## src/rtl/keying_modulator.sv

```systemverilog
// Keying modulator for the DDS datapath.
// Picks one of 2^SYM_BITS tone sample streams (FSK) or a derived OOK/BPSK form of tone 0,
// driven by a double-buffered symbol code at a programmable symbol rate. Symbol changes are
// deferred until the outgoing and incoming samples are within ZC_WIN of each other, bounded
// by WAIT_MAX seek cycles and by the next symbol-period terminal count.
//
// Ports:
//   clk_100M      system clock
//   rst_n         asynchronous active-low reset
//   tone_bus      tone k at [k*DATA_W +: DATA_W], unsigned offset-binary
//   code          symbol code, symbol i at [i*SYM_BITS +: SYM_BITS]
//   sym_period    clocks per symbol (0 behaves as 1)
//   mode          0/3 = FSK, 1 = OOK, 2 = BPSK
//   enable        run (1) / stop (0)
//   mod_out       registered modulated sample
//   sym_idx       index of the symbol currently on mod_out
//   sym_strobe    one-cycle pulse on a symbol commit
//   forced_switch one-cycle pulse, commit was not at a near-crossing
//   frame_done    one-cycle pulse when the index wraps from 0 to CODE_LEN-1
module keying_modulator #(
    parameter int unsigned DATA_W   = 16,
    parameter int unsigned SYM_BITS = 1,
    parameter int unsigned CODE_LEN = 16,
    parameter int unsigned DIV_W    = 32,
    parameter int unsigned ZC_WIN   = 50,
    parameter int unsigned WAIT_MAX = 1023
) (
    input  logic                            clk_100M,
    input  logic                            rst_n,
    input  logic [DATA_W*(2**SYM_BITS)-1:0] tone_bus,
    input  logic [CODE_LEN*SYM_BITS-1:0]    code,
    input  logic [DIV_W-1:0]                sym_period,
    input  logic [1:0]                      mode,
    input  logic                            enable,
    output logic [DATA_W-1:0]               mod_out,
    output logic [$clog2(CODE_LEN)-1:0]     sym_idx,
    output logic                            sym_strobe,
    output logic                            forced_switch,
    output logic                            frame_done
);

    localparam int unsigned NT     = 2 ** SYM_BITS;
    localparam int unsigned IDX_W  = $clog2(CODE_LEN);
    localparam int unsigned WAIT_W = $clog2(WAIT_MAX + 1);
    localparam int unsigned DIFF_W = DATA_W + 1;
    localparam int unsigned CODE_W = CODE_LEN * SYM_BITS;

    localparam logic [IDX_W-1:0]  LAST_IDX = IDX_W'(CODE_LEN - 1);
    localparam logic [WAIT_W-1:0] WAIT_LIM = WAIT_W'(WAIT_MAX);
    localparam logic [DIFF_W-1:0] ZC_LIM   = DIFF_W'(ZC_WIN);
    localparam logic [DATA_W-1:0] MID      = {1'b1, {(DATA_W - 1){1'b0}}};

    typedef enum logic [1:0] {StIdle, StRun, StSeek} state_e;

    state_e                state_q, state_d;
    logic [DATA_W-1:0]     mod_out_q, mod_out_d;
    logic [IDX_W-1:0]      sym_idx_q, sym_idx_d;
    logic                  strobe_q, strobe_d;
    logic                  forced_q, forced_d;
    logic                  frame_q, frame_d;
    logic [DIV_W-1:0]      count_q, count_d;
    logic [WAIT_W-1:0]     wait_q, wait_d;
    logic [CODE_W-1:0]     code_q, code_d;
    logic [1:0]            mode_q, mode_d;

    logic [DIV_W-1:0]      period_m1;
    logic                  at_term;
    logic [IDX_W-1:0]      next_idx;
    logic                  wrap;
    logic [SYM_BITS-1:0]   cur_sym, cand_sym;
    logic [DATA_W-1:0]     cur_smp, cand_smp;
    logic [DIFF_W-1:0]     cur_ext, cand_ext, diff;
    logic                  zc_ok, commit;

    function automatic logic [DATA_W-1:0] map_sample(input logic [SYM_BITS-1:0]  s,
                                                     input logic [1:0]           m,
                                                     input logic [DATA_W*NT-1:0] tones);
        logic [DATA_W-1:0] tone0;
        tone0 = tones[DATA_W-1:0];
        unique case (m)
            2'd1:    map_sample = s[0] ? tone0 : MID;
            2'd2:    map_sample = s[0] ? ~tone0 : tone0;
            default: map_sample = tones[int'(s) * DATA_W +: DATA_W];
        endcase
    endfunction

    // Decode shared by the next-state and datapath processes.
    always_comb begin
        period_m1 = (sym_period == '0) ? '0 : sym_period - 1'b1;
        // >= keeps the counter bounded if sym_period shrinks while running
        at_term   = (count_q >= period_m1);
        next_idx  = (sym_idx_q == '0) ? LAST_IDX : sym_idx_q - 1'b1;
        wrap      = (next_idx == LAST_IDX);
        cur_sym   = code_q[int'(sym_idx_q) * SYM_BITS +: SYM_BITS];
        // On a wrap the incoming symbol comes from the code being loaded, not the old frame
        cand_sym  = wrap ? code[int'(next_idx) * SYM_BITS +: SYM_BITS]
                         : code_q[int'(next_idx) * SYM_BITS +: SYM_BITS];
        cur_smp   = map_sample(cur_sym, mode_q, tone_bus);
        cand_smp  = map_sample(cand_sym, mode, tone_bus);
        cur_ext   = {1'b0, cur_smp};
        cand_ext  = {1'b0, cand_smp};
        diff      = (cur_ext >= cand_ext) ? cur_ext - cand_ext : cand_ext - cur_ext;
        zc_ok     = (diff <= ZC_LIM);
        commit    = (state_q == StSeek) && enable && (zc_ok || (wait_q == WAIT_LIM) || at_term);
    end

    always_ff @(posedge clk_100M or negedge rst_n) begin
        if (!rst_n) begin
            state_q   <= StIdle;
            mod_out_q <= '0;
            sym_idx_q <= LAST_IDX;
            strobe_q  <= 1'b0;
            forced_q  <= 1'b0;
            frame_q   <= 1'b0;
            count_q   <= '0;
            wait_q    <= '0;
            code_q    <= '0;
            mode_q    <= '0;
        end else begin
            state_q   <= state_d;
            mod_out_q <= mod_out_d;
            sym_idx_q <= sym_idx_d;
            strobe_q  <= strobe_d;
            forced_q  <= forced_d;
            frame_q   <= frame_d;
            count_q   <= count_d;
            wait_q    <= wait_d;
            code_q    <= code_d;
            mode_q    <= mode_d;
        end
    end

    always_comb begin
        state_d = state_q;
        if (!enable) begin
            state_d = StIdle;
        end else begin
            unique case (state_q)
                StIdle:  state_d = StRun;
                StRun:   if (at_term) state_d = StSeek;
                StSeek:  if (commit) state_d = StRun;
                default: state_d = StIdle;
            endcase
        end
    end

    always_comb begin
        mod_out_d = mod_out_q;
        sym_idx_d = sym_idx_q;
        strobe_d  = 1'b0;
        forced_d  = 1'b0;
        frame_d   = 1'b0;
        count_d   = count_q;
        wait_d    = wait_q;
        code_d    = code_q;
        mode_d    = mode_q;
        if (!enable) begin
            mod_out_d = MID;
            sym_idx_d = LAST_IDX;
            count_d   = '0;
            wait_d    = '0;
        end else begin
            unique case (state_q)
                StIdle: begin
                    mod_out_d = MID;
                    sym_idx_d = LAST_IDX;
                    count_d   = '0;
                    wait_d    = '0;
                    code_d    = code;
                    mode_d    = mode;
                end
                StRun: begin
                    mod_out_d = cur_smp;
                    count_d   = at_term ? '0 : count_q + 1'b1;
                    wait_d    = '0;
                end
                StSeek: begin
                    count_d = at_term ? '0 : count_q + 1'b1;
                    if (commit) begin
                        mod_out_d = cand_smp;
                        sym_idx_d = next_idx;
                        mode_d    = mode;
                        strobe_d  = 1'b1;
                        forced_d  = !zc_ok;
                        frame_d   = wrap;
                        wait_d    = '0;
                        if (wrap) code_d = code;
                    end else begin
                        mod_out_d = cur_smp;
                        wait_d    = wait_q + 1'b1;
                    end
                end
                default: mod_out_d = MID;
            endcase
        end
    end

    assign mod_out       = mod_out_q;
    assign sym_idx       = sym_idx_q;
    assign sym_strobe    = strobe_q;
    assign forced_switch = forced_q;
    assign frame_done    = frame_q;

endmodule

```

## config.mk

```make
export PLATFORM = sky130hd
export DESIGN_NAME = keying_modulator
export DESIGN_NICKNAME = d
export VERILOG_FILES = /design/src/rtl/keying_modulator.sv
export SDC_FILE = /design/constraint.sdc
export NUM_CORES = 1
export LEC_CHECK = 0
export ABC_AREA = 1
export CAP_MARGIN = 20
export CORE_ASPECT_RATIO = 1.25
export CORE_MARGIN = 10
export CORE_UTILIZATION = 40
export CTS_CLUSTER_DIAMETER = 80
export DETAILED_ROUTE_END_ITERATION = 10
export PLACE_DENSITY = 0.63
export SLEW_MARGIN = 20
export SYNTH_ARGS = -nofsm -noshare
export SYNTH_HDL_FRONTEND = slang
export SYNTH_SLANG_ARGS = --single-unit
export TNS_END_PERCENT = 30
```

## constraint.sdc

```tcl
create_clock -name clk_100M -period 5.5 [get_ports clk_100M]
set_input_delay 0.55 -clock clk_100M [delete_from_list [all_inputs] [get_ports clk_100M]]
set_output_delay 0.55 -clock clk_100M [all_outputs]
set_load 0.02 [all_outputs]
```

==> summary.json <==
{
  "final_critical_path_setup_slack_ns": -0.00333,
  "maxSlewHeadroom_pct": 35.3,
  "cts_made_buffers": 9,
  "timing.final.crit_share_pct": 100,
  "tritoncts_num_sinks": 85,
  "layout.cells.most_common_list": "nand2_1, nand3_1, inv_1",
  "port_buffers": 107,
  "post-place-ws_ns": 0.0145,
  "max_clock_freq_mhz": 182,
  "commonest_non_fill_non_tap_cell_in_the_layout": "nand2_1",
  "synth-main-ff-cell": "dfrtp_1",
  "antenna_found_initial": 0,
  "synth_area_mm2": 0.00998,
  "postSynthAreaPerCell_um2": 6.58,
  "layout-area-overhead-vs-synth_pct": 30.4,
  "floorplan.initialDensity_pct": 40.7,
  "timing.critical_path.mode_cell": "nand2_1",
  "placeableCoreArea_mm2": 0.0245,
  "wire_per_inst_um": 16.5,
  "detail_route.first_pass.iterations": 5,
  "first_global_vias": 10453,
  "tritoncts": "yes",
  "route.detailed.vias_per_inst": 5.38,
  "crit_buf_inv": 8,
  "clkSlewWorstSetupHoldPaths_ns": 0.07,
  "cts_hold_buffers": 0,
  "num_antenna_cells": 0,
  "layout-drive-gt1-share_pct": 15.7,
  "cell_variety_after_synth": 52,
  "grt_max_degree": 75,
  "detail_route.wirelength_um": 33400,
  "setup_violations": 1,
  "hpwlAfterDp_um": 25300,
  "postSynth.asyncResetShare_pct": 100,
  "syn-instance-count": 1516,
  "final-hold-violation-count": 0,
  "drv.max_cap_violation_count": 0,
  "critical-path-slowest-cell": "dfstp_2",
  "setup.worst_path.class": "register to register",
  "num_vias": 10866,
  "synth_fp_nets": 1712,
  "nets": 1881,
  "reg2reg_from": "sym_idx[0]",
  "ctsRootBufferMaster": "clkbuf_16",
  "worst_skew_pair.late_latency_ns": 0.37,
  "ys_ff_latch": 85,
  "timing.critical_path.required_ns": 5.80,
  "failing_checks": "setup timing",
  "timing.critical_path.slowest_cell_delay_ns": 0.56,
  "fin_crit_ns": 5.50,
  "gr-total-overflow": 0,
  "ff2ff_path_depth": 38,
  "least_margin_pin_slew_ns": 0.970,
  "globalplace.congestion": 0.945,
  "crit_fanout": 8,
  "timing.critical_path.max_delay_family": "simple AND/OR/NAND/NOR gates",
  "fin_worst_skew_ns": 0.0106,
  "grt_first_pass_wirelength_um": 52700,
  "cp.arrival_ns": 5.80,
  "cts_max_path_buffers": 2,
  "grt_setup_unrepaired": "yes",
  "result_of_the_run": "complete, but fails checks",
  "antenna_violating_nets_post_route": 0,
  "rows": 64,
  "cp-end-kind": "register",
  "pin_count": 108,
  "hold_path_class": "input pin to async pin",
  "htreeDepth": 3,
  "floorplan.die.width_um": 161,
  "globalRouteTotalUtil_pct": 20.1,
  "initialDrtViolationCount": 601,
  "fp.dieH_um": 197,
  "fp.dieArea_mm2": 0.0317,
  "synth_warnings": 0,
  "drt_drc_violations_left": 0,
  "hold-worst-slack_ns": 0.0171,
  "finalCoreUtilization_pct": 53.1,
  "synth_enable_flop_cells": 0,
  "synth_sequential_area_ratio_pct": 21.4,
  "r2r_setup_slack_ns": -0.003,
  "fin_setup_tns_ns": -0.00333,
  "reg2reg_to": "code_q[10]",
  "pins_over_their_slew_limit": 0,
  "setup.worst_path.start_class": "register"
}
worst register-to-register path: cells and delay by family, from the launching register on:
| kind | cells | cell delay (ns) |
|---|---|---|
| simple gates | 20 | 1.89 |
| buf+inv | 8 | 0.95 |
| fa+ha+maj | 4 | 0.93 |
| compound gates | 4 | 0.83 |
| flops | 1 | 0.56 |
| xor+xnor | 2 | 0.26 |
kinds of logic (layout without fill, tap and decap cells):
group,Yosys count,count (layout),share of synthesized area (%)
AO/OA/AOI/OAI,221,221,14.5
XOR/XNOR,46,46,4.04
adder cells (fa/ha/maj),111,111,14.1
buffers and inverters,238,410,9.54
flip-flops,85,85,21.4
multiplexers,2,2,0.201
AND/OR/NAND/NOR,813,815,36.3
through the flow:
| step | cells | cell area [um2] |
|---|---|---|
| after floorplan | 1516 | 9990 |
| after global placement | 1985 | 11900 |
| after detailed placement | 1985 | 11900 |
| after CTS | 2001 | 12200 |
| after global routing | 2020 | 13000 |
| final | 2020 | 13000 |
worst max path at each step:
stage | from | to | slack [ns] | cells past startpoint
finish | sym_idx[0] | code_q[10] | -0.003 | 38
global route | sym_idx[0] | code_q[10] | -0.29 | 41
CTS | sym_idx[0] | code_q[6] | 0.002 | 38
detailed placement | sym_idx[0] | code_q[10] | 0.01 | 38
global placement | sym_idx[0] | code_q[1] | 0.12 | 38
floorplan | sym_idx[1] | code_q[11] | 0.008 | 42
registers in the layout, indices dropped and copies added, names as in the netlist, 2 cells and up:
| register | count |
|---|---|
| code_q | 16 |
| wait_q | 10 |
| state_q | 2 |
| mode_q | 2 |
| count_q | 32 |
| sym_idx | 4 |
| mod_out | 16 |
final cells by class:
cell class                      instances  area (um2)
Fill cell                            2477       11500
Multi-Input combinational cell       1195        7460
Sequential cell                        85        2130
Timing Repair Buffer                  201        1970
Inverter                              193         727
Tap cell                              330         413
Clock buffer                           11         233
Clock inverter                          5        77.6
cell usage after synthesis, types with 17 or more instances:
master / n / area share [%]
nand4_1: 23 / 1.4
nor2_1: 102 / 3.8
ha_1: 109 / 14
a21oi_1: 58 / 2.9
inv_1: 188 / 7.1
dfrtp_1: 81 / 20
nand3_1: 197 / 9.9
a22o_1: 17 / 1.5
xor2_1: 37 / 3.2
nand2_2: 20 / 1.3
o22ai_1: 19 / 1.2
nor3_1: 25 / 1.3
clkbuf_1: 25 / 0.94
nand2_1: 406 / 15
o21ai_0: 49 / 2.5
routing by layer:
| layer | track usage, % | up-vias | wire (um) |
|---|---|---|---|
| met5 | 0 | - | 0 |
| met4 | 7.93 | 0 | 1000 |
| met3 | 2.36 | 60 | 1510 |
| met2 | 36.8 | 321 | 17300 |
| met1 | 23.3 | 5070 | 13600 |
| li1 | - | 5415 | - |
timing repair:
action / 4_1_cts / 5_1_grt
pin swaps: 1 / 55
gates resized for setup: 0 / 131
setup buffers: 0 / 12
gates cloned: 0 / 7
setup endpoints to repair: 16 / 53
Power is left out: the tool's default activity adds up to more than one toggle a clock period on the data nets, which glitch-free logic cannot reach.
